<file path="config.mk">
export PLATFORM = sky130hd
export DESIGN_NAME = ram_result_writer
export DESIGN_NICKNAME = d
export VERILOG_FILES = /design/src/rtl/brightness_pkg.sv /design/src/rtl/lane_saturator.sv /design/src/rtl/ram_result_writer.sv
export SDC_FILE = /design/constraint.sdc
export NUM_CORES = 1
export LEC_CHECK = 0
export ABC_CLOCK_PERIOD_IN_PS = 5530
export CAP_MARGIN = 20
export CORE_AREA = 3 3 81 83
export CTS_BUF_LIST = sky130_fd_sc_hd__clkbuf_4 sky130_fd_sc_hd__clkbuf_8
export DETAILED_ROUTE_END_ITERATION = 12
export DIE_AREA = 0 0 84 86
export DONT_BUFFER_PORTS = 1
export HOLD_SLACK_MARGIN = 0.02
export PLACE_DENSITY = 0.75
export SETUP_SLACK_MARGIN = 0.5
export SLEW_MARGIN = 20
export SYNTH_ARGS = -nofsm -noshare
export SYNTH_HDL_FRONTEND = slang
export SYNTH_HIERARCHICAL = 1
export SYNTH_SLANG_ARGS = --single-unit
</file>
<file path="constraint.sdc">
create_clock -name clk -period 5.53 [get_ports clk]
set_input_delay 0.553 -clock clk [delete_from_list [all_inputs] [get_ports clk]]
set_output_delay 0.553 -clock clk [all_outputs]
set_load 0.05 [all_outputs]
</file>
<file path="src/rtl/brightness_pkg.sv">
// brightness_pkg: shared widths and writer FSM states for the brightness-filter datapath.
package brightness_pkg;
    localparam int RAM_ADDR_WIDTH = 6;
    localparam int RAM_DATA_WIDTH = 8;
    localparam int PE_DATA_WIDTH  = 16;
    localparam int DEPTH          = 4;
    typedef enum logic [1:0] {IDLE, WAIT, WRITE, DONE} writer_state_t;
endpackage

</file>
<file path="src/rtl/lane_saturator.sv">
// lane_saturator: clamps a signed array lane into the unsigned pixel range.
module lane_saturator #(
    parameter int PE_DATA_WIDTH  = brightness_pkg::PE_DATA_WIDTH,
    parameter int RAM_DATA_WIDTH = brightness_pkg::RAM_DATA_WIDTH
) (
    input  logic [PE_DATA_WIDTH-1:0]  value,
    output logic [RAM_DATA_WIDTH-1:0] pixel
);
    logic neg, over;
    always_comb begin
        neg   = value[PE_DATA_WIDTH-1];
        over  = |value[PE_DATA_WIDTH-2:RAM_DATA_WIDTH];
        pixel = neg ? '0 : over ? '1 : value[RAM_DATA_WIDTH-1:0];
    end
endmodule

</file>
<file path="src/rtl/ram_result_writer.sv">
// ram_result_writer: unpacks array result vectors, clamps each lane and writes them to the output RAM.
module ram_result_writer #(
    parameter int RAM_ADDR_WIDTH = brightness_pkg::RAM_ADDR_WIDTH,
    parameter int RAM_DATA_WIDTH = brightness_pkg::RAM_DATA_WIDTH,
    parameter int PE_DATA_WIDTH  = brightness_pkg::PE_DATA_WIDTH,
    parameter int DEPTH          = brightness_pkg::DEPTH
) (
    input  logic                           clk,
    input  logic                           reset,
    input  logic                           start,
    input  logic [PE_DATA_WIDTH*DEPTH-1:0] data_in,
    input  logic                           data_valid,
    output logic                           ready,
    output logic [RAM_ADDR_WIDTH-1:0]      ram_address,
    output logic [RAM_DATA_WIDTH-1:0]      ram_wdata,
    output logic                           ram_we,
    output logic                           done
);
    import brightness_pkg::*;
    localparam int LW = DEPTH > 1 ? $clog2(DEPTH) : 1;
    writer_state_t state;
    logic [PE_DATA_WIDTH-1:0]  lanes [DEPTH];
    logic [LW-1:0]             lane;
    logic [RAM_ADDR_WIDTH-1:0] ptr;
    logic [RAM_DATA_WIDTH-1:0] sat;
    lane_saturator #(.PE_DATA_WIDTH(PE_DATA_WIDTH), .RAM_DATA_WIDTH(RAM_DATA_WIDTH)) u_sat (
        .value(lanes[lane]),
        .pixel(sat)
    );
    always_ff @(posedge clk or negedge reset) begin
        if (!reset) begin
            state <= IDLE;
            lane  <= '0;
            ptr   <= '0;
            for (int i = 0; i < DEPTH; i++) lanes[i] <= '0;
        end else begin
            case (state)
                IDLE: if (start) begin
                    state <= WAIT;
                    ptr   <= '0;
                end
                WAIT: if (data_valid) begin
                    for (int i = 0; i < DEPTH; i++) lanes[i] <= data_in[i*PE_DATA_WIDTH +: PE_DATA_WIDTH];
                    lane  <= '0;
                    state <= WRITE;
                end
                WRITE: begin
                    ptr  <= ptr + 1'b1;
                    lane <= lane + 1'b1;
                    // pointer wraps naturally, so IDLE shows address 0 after a full frame
                    if (lane == LW'(DEPTH-1)) state <= &ptr ? DONE : WAIT;
                end
                default: state <= IDLE;
            endcase
        end
    end
    always_comb begin
        ready       = state == WAIT;
        ram_we      = state == WRITE;
        done        = state == DONE;
        ram_address = ptr;
        ram_wdata   = ram_we ? sat : '0;
    end
endmodule

</file>
==> impl_results.md, run 1 <==
* Primary FF master, synth: dfrtp_1
* Post-route DRC at 0
* Crit start category: flip-flop
* # placed instances at just under 300
* Final weighted congestion in routability-driven placement at 0.746
* Gr usage total at between 10% and 20%
* Post-route design area at ~3800 µm²
* Unrepaired setup endpoints after global routing: false
* Grt met3 use at a little under a tenth
* Fin crit share at about three fifths
* Final setup viols at 0
* Mapped cell area at roughly 3500 µm²
* Pre-Repair DR Iteration Count at 4
* Yosys cell types at 28
* Antenna cells at 0
* Share of cells above drive strength 1 at 42.2%
* HP Class: in2async
* Synth top area share at 52.3%
* R2R Path End: lanes[46]
* Largest net degree at the start of global routing at 75
* Register area share after synthesis at a little over half
* Syn_nets at a little over 300
* Kind of critical path: reg2out
* Post-layout util at between 60% and 70%
* Final net count at roughly 300
* Internal reg-to-reg setup slack at 3.65 ns
* Port Buffers at 0
* Top Usage Layer GRT: met2
* Core Rows at 28
* Die Width at approximately 84 µm
* Fillers at between 400 and 500
* WP data required at between 4 and 5 ns
* Gates resized, CTS repair at 0
* Layout Cells excl Fill at between 300 and 400
* Ys Warns at 6
* Post-Syn Area per Cell at 14.9 µm²
* Met1 GRT Util at between 20% and 30%
* Vias per inst at about 6
* Final hold violation count at 0
* Root Driver: clkbuf_8
* Yosys top cell by area: dfrtp_1
* CTS tree: yes
* ANT nets after route at 0
* Worst Path Max Fanout at 19
* Commonest cells in the netlist: 74 x dfrtp_1, 38 x mux2_2, 27 x mux2_4
* IO Count at 85
* Clk Latency, worst-skew pair at between 0.3 and 0.4 ns
* Worst ir drop on vdd at about 310 µV
* Cell with the most instances after synthesis: dfrtp_1
* H-tree depth at 3
* Total negative slack at 0 ns
* Flops & latches, synth at 74
* FF-to-FF path depth at 3
* Full die area at 7220 µm²
* Clock transition at path regs at around 0.070 ns
* Hold slack at 0.0859 ns
* Setup crit end: ram_wdata[7]
* CTS Buf Count at 9
* Worst r2r src: state[1]
* Power Dens Cells at 654 nW/µm²
* FMAX at 299 MHz
* Number of flops mapped to enable cells by yosys at 0
* Total of max-cap violations at 0
* Drt total wl at about 6500 µm
* FFs w/ async S/R, synth at between 90% and 100%
* Routing usage on met2 at a little under a third
* Post-DP HPWL at ~4400 µm
* Drt first-iter violations at 93
* Worst Path Arrival at 2.79 ns
* Core area at 5920 µm²
* Outcome: completed
* Final Critical Period at ~3.3 ns
* Setup repair bufs after CTS at 0
* Clock skew at ~0.0064 ns
* Grt ovf at 0
* Initial antenna violation count at 1
* Slew headroom at between 40 and 50%
* Top cells by area, synth: dfrtp_1 52%, mux2_2 12%, mux2_4 11%, mux4_2 10%, a31oi_1 1.6%
* Clk sinks at 74
* Critical Path Sink Type: primary output
* Worst Setup SP: lane[0]
* Area growth from synthesis to layout at 7.03%
* Worst-margin pin slew at a little under 0.9 ns
* Max-slew violation count at 0
* DR WL/cell at 20.9 µm
* CTS Hold Bufs at 1
* Synthesized instance count at 237
* Initial Util at approximately three fifths
* Die H at 86 µm
* Placed instance area at about 3500 µm²
* Global-route wire length before repair at around 11000 µm
* Leak at between 0.0015 and 0.002 µW
* Total number of vias at between 1500 and 2000
* Max Buffers Root-to-Sink at 2
* Vias in the first global route at a little over 2000
-- flip-flops by register name (all words and copies together), names as in the netlist --
| register | cells |
|---|---|
| lane | 2 |
| state | 2 |
| ram_address | 6 |
| lanes | 64 |
-- per-layer routing --
metal	vias up	share of wire [%]
met4	2	0.93
met1	954	43
met2	63	50
met3	8	6.7
li1	864	-
met5	-	0.20
-- area by class of cell --
cell class	count	area [µm²]	share of cell area, %
multi-input combinational	145	1580	41.8
clock buffer	9	124	3.27
tap	75	93.8	2.48
sequential	74	1850	48.9
timing repair buffer	2	47.5	1.25
inverter	2	7.51	0.198
clock inverter	5	81.3	2.15
-- how the worst min path moves through the flow --
stage,from,end,depth (start not counted)
5_1_grt,reset,ram_address[2],1
4_1_cts,reset,ram_address[2],1
3_5_place_dp,reset,ram_address[5],0
6_report,reset,ram_address[2],1
3_3_place_gp,reset,ram_address[3],0
2_1_floorplan,reset,lane[0],0
-- report_power, final --
part	switching, µW	leakage [µW]	internal (µW)
sequential	256	0.000886	808
clock	188	0.000101	249
combinational	429	0.000684	548
-- logic make-up after synthesis --
logic type                 synth area share, %
muxes                                     34.0
DFF                                       52.3
and+or+nand+nor                           6.32
AOI/OAI and AO/OA                         3.43
buffers and inverters                     3.25
adders and majority gates                0.707
-- per-stage QoR --
step / worst slack, ns / power (µW)
floorplan: 2.86 / 1890
global placement: 2.20 / 2010
detailed placement: 2.13 / 2040
CTS: 1.76 / 2500
global route: 2.00 / 2630
finish: 2.18 / 2480
-- cell usage in the layout (no fill, tap or decap), types with 2 or more instances in the layout --
cell / count
a22o_1: 2
a31oi_1: 9
and2_1: 9
bufinv_16: 2
clkbuf_8: 9
dfrtp_1: 73
ha_1: 2
inv_1: 2
mux2_2: 38
mux2_4: 27
mux4_2: 16
nand2_1: 8
nand2b_1: 2
nand3_1: 7
nor2_1: 14
o21ai_0: 3
-- worst max-delay path, stage by stage, from the launching register on --
cell and delay (ns):
dfrtp_2 0.75, mux4_2 0.62, nor4_4 0.53, a31oi_1 0.18, and2_1 0.36
Note: power is estimated with default switching activity, not from simulation.
==> run 2, diff against run 1 <==
Settings changed: ABC_CLOCK_PERIOD_IN_PS 5530 to 2900, CORE_AREA 3 3 81 83 to 3 3 82 84, DIE_AREA 0 0 84 86 to 0 0 85 87, PLACE_DENSITY 0.75 to 0.76.
Clock period 5.53 ns to 2.9 ns, I/O delays scaled along.
==> run 2 against run 1 <==
Against the previous run: non-clock buffer count up 11; clock skew up 0.0070 ns; count of clock-buffer cells in the layout up 2; cell area increased by 3.6%; sequential share of layout area is 1.7 points lower; die area increased by 2.4%; critical path depth increased by 2; setup slack worse by 1.7 ns; register-to-register slack worse by 2.6 ns; final cell count is 4.2% higher; clock power up 93%; routed wire length rose by 3.8%; largest cell class unchanged.
==> impl_results.md, run 2 (synthesis results as in run 1) <==
* Clock skew at 0.0134 ns (+0.00700 ns)
* Worst ir drop on vdd at 667 µV (+110%)
* Worst Path Arrival at 2.11 ns (-0.68 ns)
* FF+latch area at 1850 µm² (unchanged)
* Power Dens Cells at 1250 nW/µm² (+92%)
* Clk Latency, worst-skew pair at 0.34 ns (about the same)
* Commonest cells after routing, fill and taps aside: 73 x dfrtp_1, 38 x mux2_2, 27 x mux2_4, 16 x mux4_2, 13 x nor2_1
* Drt first-iter violations at 120 (+29%)
* Worst-margin pin slew at 0.893 ns (+0.0125 ns)
* Most common cell after layout, fill and taps aside: dfrtp_1
* Global-route wire length before repair at 11100 µm (+3.1%)
* Core area at 5990 µm² (+1.2%)
* Max reg flops at 64 (unchanged)
* Post-route DRC at 0 (unchanged)
* Initial Util at 59.1% (-0.70 points)
* Reg with most FFs: lanes
* Placed instance area at 3600 µm² (+1.7%)
* Hold wc startpoint: data_in[62]
* Gr usage total at 19.6% (+0.032 points)
* Area growth from synthesis to layout at 10.9%
* Unrepaired setup endpoints after global routing: true
* Final weighted congestion in routability-driven placement at 0.714 (-4.3%)
* Clock transition at path regs at 0.09 ns (+0.02 ns)
* Full die area at 7400 µm² (+2.4%)
* WHS Path Cells at 1
* Area of the multi-input gates at 1610 µm² (+1.4%)
* Worst r2r src: state[1]
* ANT nets after route at 0 (unchanged)
* Fillers at 420 (-6.7%)
* Die H at 87 µm (+1.2%)
* Root Driver: clkbuf_8
* Die Width at 85 µm (+1.2%)
* Pre-Repair DR Iteration Count at 4 (unchanged)
* Drt total wl at 6790 µm (+3.8%)
* R2R Path End: lanes[22]
* Post-DP HPWL at 4600 µm (+3.8%)
* Crit start category: flip-flop
* Internal reg-to-reg setup slack at 1.03 ns (-2.62 ns)
* Grt ovf at 0 (unchanged)
* HP Class: in2reg
* IO Count at 85 (unchanged)
* Slew headroom at 40.2% (-0.84 points)
* FF-to-FF path depth at 3 (unchanged)
* Leak at 0.00175 µW (+4.8%)
* Critical Path Sink Type: primary output
* Largest net degree at the start of global routing at 75 (unchanged)
* Total number of vias at 1948 (+3.0%)
* Outcome: completed
* Final setup viols at 0 (unchanged)
* WP data required at 2.61 ns (-2.37 ns)
* CTS Buf Count at 9 (unchanged)
* Total negative slack at 0 ns (unchanged)
* FMAX at 416 MHz
* Kind of critical path: reg2out
* Post-route design area at 3930 µm² (+3.6%)
* Antenna cells at 0 (unchanged)
* Max-slew violation count at 0 (unchanged)
* Hold Path Sink: lanes[14]
* Fin crit share at a little over 80%
* Initial antenna violation count at 0 (-1)
* Total of max-cap violations at 0 (unchanged)
* Share of cells above drive strength 1 at 48.4% (+6.2 points)
* Vias per inst at 5.99 (-1.1%)
* Final hold violation count at 0 (unchanged)
* Port Buffers at 0 (unchanged)
* Final Critical Period at between 2 and 2.5 ns
* H-tree depth at 3 (unchanged)
* Core Rows at 28 (unchanged)
* DR WL/cell at 20.9 µm (-0.33%)
* Worst Path Max Fanout at 8 (-11)
* CTS tree: yes
* Vias in the first global route at 2082 (+2.9%)
* Final net count at 315 (+3.6%)
* Clk sinks at 74 (unchanged)
* Max Buffers Root-to-Sink at 2 (unchanged)
## run 2: cell count changes in the layout (fill, tap and decap cells not counted), sizes merged
| cell | change |
|---|---|
| clkbuf | +2 |
| bufinv | -1 |
| inv | +2 |
| clkinv | -1 |
| dlygate4sd3 | +1 |
| buf | +10 |
## run 2: per-layer routing
layer	global-route usage, %	up-vias	routed length [µm]
met3	5.68	7	479
met2	29.4	72	3140
li1	-	879	-
met4	7.77	0	75
met5	0	-	0
met1	27.2	990	3100
## run 2: worst max-delay path by stage
stage / start / end / slack (ns) / cells past startpoint
global route: lane[0] / ram_wdata[7] / 0.40 / 6
global placement: lane[0] / ram_wdata[1] / 0.58 / 4
detailed placement: lane[0] / ram_wdata[6] / 0.53 / 6
floorplan: lane[0] / ram_wdata[0] / 0.53 / 6
CTS: lane[0] / ram_wdata[6] / 0.49 / 5
finish: lane[0] / ram_wdata[3] / 0.50 / 6
## run 2: timing repair
action,in CTS,in global routing
gates resized for setup,13,3
hold buffers,2,0
cloned,0,0
buffers inserted,4,2
endpoints found under the hold margin,74,0
endpoints found under the setup margin,8,8
pin swaps,1,2
## run 2: through the flow
stage               hold slack, ns  cells  utilization (%)  setup WS, ns  total power, µW
detailed placement        -0.00404    301             60.0         0.527             3940
CTS                         0.0741    323             65.1         0.494             4910
global route                0.0673    325             65.6         0.398             5220
global placement          -0.00370    301             60.0         0.578             3900
floorplan                 -0.00559    237                -         0.528             3620
finish                      0.0900    325             65.6         0.498             4920
## run 2: layout make-up
| type | instances | share of cell area (%) |
|---|---|---|
| Clock buffer | 11 | 3.85 |
| Clock inverter | 5 | 1.53 |
| Inverter | 2 | 0.191 |
| Multi-Input combinational cell | 145 | 40.9 |
| Sequential cell | 74 | 47.2 |
| Tap cell | 75 | 2.39 |
| Timing Repair Buffer | 13 | 3.98 |
## run 2: critical path, cell delays in order (launching register included)
cell and delay [ns]:
dfrtp_2 0.40, buf_6 0.12, mux4_2 0.51, nor4_4 0.27, buf_6 0.17, a31oi_1 0.08, and2_4 0.20
## run 2: where the power goes
| group | leakage [µW] | switching (µW) | internal (µW) |
|---|---|---|---|
| combinational | 0.000758 | 925 | 1190 |
| clock | 0.000106 | 392 | 449 |
| sequential | 0.000886 | 425 | 1540 |
| total | 0.00175 | 1740 | 3180 |
==> run 3, diff against run 2 <==
Settings changed: ABC_CLOCK_PERIOD_IN_PS 2900 to 2450, CORE_AREA 3 3 82 84 to 3 3 81 83, DIE_AREA 0 0 85 87 to 0 0 84 86, PLACE_DENSITY 0.76 to 0.75.
Clock period 2.9 ns to 2.45 ns, I/O delays scaled along.
==> run 3 against run 2 <==
Against the previous run: the run now ends with hold timing left; clock power up 13%; sequential share of layout area up 0.52 points; power up 17%; critical path type unchanged; first-iteration DRC count down 30%; combinational power up 17%; setup slack worse by 0.44 ns; largest cell class unchanged.
==> impl_results.md, run 3 (synthesis results as in run 1) <==
* Global-route wire length before repair at 11200 µm (+1.4%)
* Vias per inst at 6.05 (+0.88%)
* Internal reg-to-reg setup slack at 0.78 ns (-0.25 ns)
* Root Driver: clkbuf_8
* Clock transition at path regs at 0.08 ns (about the same)
* Total design power at 5760 µW (+17%)
* Met1 GRT Util at 26.1% (-1.2 points)
* Worst-margin pin slew at 0.580 ns (-0.313 ns)
* Port Buffers at 0 (unchanged)
* Core Rows at 28 (unchanged)
* DR WL/cell at 21.0 µm (+0.75%)
* Max-slew violation count at 0 (unchanged)
* IO Count at 85 (unchanged)
* Largest net degree at the start of global routing at 75 (unchanged)
* FMAX at around 420 MHz
* Grt met3 use at 7.49% (+1.8 points)
* Final net count at 314 (-0.32%)
* Final Critical Period at 2.39 ns
* ANT nets after route at 0 (unchanged)
* Power Dens Cells at 1480 nW/µm² (+18%)
* WP data required at 2.20 ns (-0.41 ns)
* Failing checks: hold timing
* FF-to-FF path depth at 3 (unchanged)
* Worst Path Arrival at 2.15 ns (+0.04 ns)
* Clock skew at 0.00492 ns (-0.00845 ns)
* HP Class: in2async
* Critical Path Sink Type: primary output
* Crit start category: flip-flop
* Worst ir drop on vdd at 768 µV (+15%)
* Max Buffers Root-to-Sink at 2 (unchanged)
* Most common cell after layout, fill and taps aside: dfrtp_1
* Share of cells above drive strength 1 at 49.2% (+0.79 points)
* Post-layout util at 65.7% (+0.10 points)
* Area growth from synthesis to layout at 9.79%
* Drt total wl at 6790 µm (+0.13%)
* Die H at 86 µm (-1.1%)
* Hold slack at -0.407 ns (-0.497 ns)
* Grt ovf at 0 (unchanged)
* Die Width at 84 µm (-1.2%)
* Total number of vias at 1953 (+0.26%)
* Pre-Repair DR Iteration Count at 4 (unchanged)
* R2R Path End: lanes[51]
* Final weighted congestion in routability-driven placement at 0.744 (+4.2%)
* CTS Buf Count at 9 (unchanged)
* Commonest cells after routing, fill and taps aside: 72 x dfrtp_1, 38 x mux2_2, 27 x mux2_4, 16 x mux4_2, 14 x nor2_1
* Final setup viols at 0 (unchanged)
* Unrepaired setup endpoints after global routing: true
* CTS tree: yes
* H-tree depth at 3 (unchanged)
* Worst Path Max Fanout at 8 (unchanged)
* Drt first-iter violations at 84 (-30%)
* Core area at 5920 µm² (-1.2%)
* Clk sinks at 74 (unchanged)
* Fin crit share at 97.6%
* Max reg flops at 64 (unchanged)
* Initial antenna violation count at 1 (+1)
* Post-route DRC at 0 (unchanged)
* Outcome: finished, violations left
* Gr usage total at 20.3% (+0.71 points)
* Total of max-cap violations at 0 (unchanged)
* Leak at 0.00173 µW (-1.3%)
* Antenna cells at 0 (unchanged)
* Total negative slack at 0 ns (unchanged)
* Clk Latency, worst-skew pair at 0.34 ns (about the same)
* Worst r2r src: state[1]
* Slew headroom at 61.4% (+21 points)
* Final hold violation count at 74 (+74)
* Post-DP HPWL at 4760 µm (+3.3%)
* Initial Util at 59.8% (+0.70 points)
* Vias in the first global route at 2149 (+3.2%)
* Reg with most FFs: lanes
* Full die area at 7220 µm² (-2.3%)
* Top Usage Layer GRT: met2
* Routing usage on met2 at 32.8% (+3.4 points)
* Kind of critical path: reg2out
run 3: worst max path at each step:
stage | from | end | cells past startpoint
floorplan | lane[0] | ram_wdata[0] | 6
global placement | lane[0] | ram_wdata[6] | 5
detailed placement | lane[0] | ram_wdata[4] | 5
CTS | lane[0] | ram_wdata[3] | 6
global route | lane[0] | ram_wdata[2] | 5
finish | lane[0] | ram_wdata[3] | 6
run 3: worst max-delay path: stages (launching register included):
cell and delay (ns):
dfrtp_2 0.47, buf_6 0.12, mux4_2 0.52, nor4_4 0.23, buf_6 0.17, a31oi_1 0.09
and2_4 0.20
run 3: cell type report:
class | instances | area, µm²
repair buffers | 12 | 121
well taps | 75 | 93.8
clock buffers | 11 | 151
multi-input cells | 145 | 1610
fillers | 448 | 2030
clock inverters | 4 | 51.3
inverters | 2 | 10.0
flip-flops and latches | 74 | 1850
run 3: what timing repair did:
item                       CTS  global route
resized for setup            6             4
setup endpoints to repair    9             9
gates cloned                 0             0
pin swaps                    3             1
buffers inserted             3             1
hold endpoints to repair    74            74
run 3: where the power goes:
group / switching [µW] / internal (µW) / leakage [µW] / total [µW]
clock network: 433 / 520 / 0.000101 / 953
logic: 1060 / 1400 / 0.000742 / 2460
registers: 518 / 1830 / 0.000885 / 2350
run 3: metal layers:
| metal | vias to the layer above | wire length (µm) |
|---|---|---|
| met1 | 984 | 2920 |
| met3 | 10 | 484 |
| met4 | 2 | 78 |
| met2 | 70 | 3300 |
| met5 | - | 7 |
| li1 | 887 | - |
run 3: stage by stage:
stage,worst slack [ns],instances,instance area [µm²],hold slack (ns)
after floorplan,0.274,237,3570,-0.0506
after global placement,0.279,304,3630,-0.0490
after detailed placement,0.215,304,3630,-0.0491
after CTS,0.0391,322,3870,-0.426
after global routing,-0.0452,323,3890,-0.432
final,0.0587,323,3890,-0.407
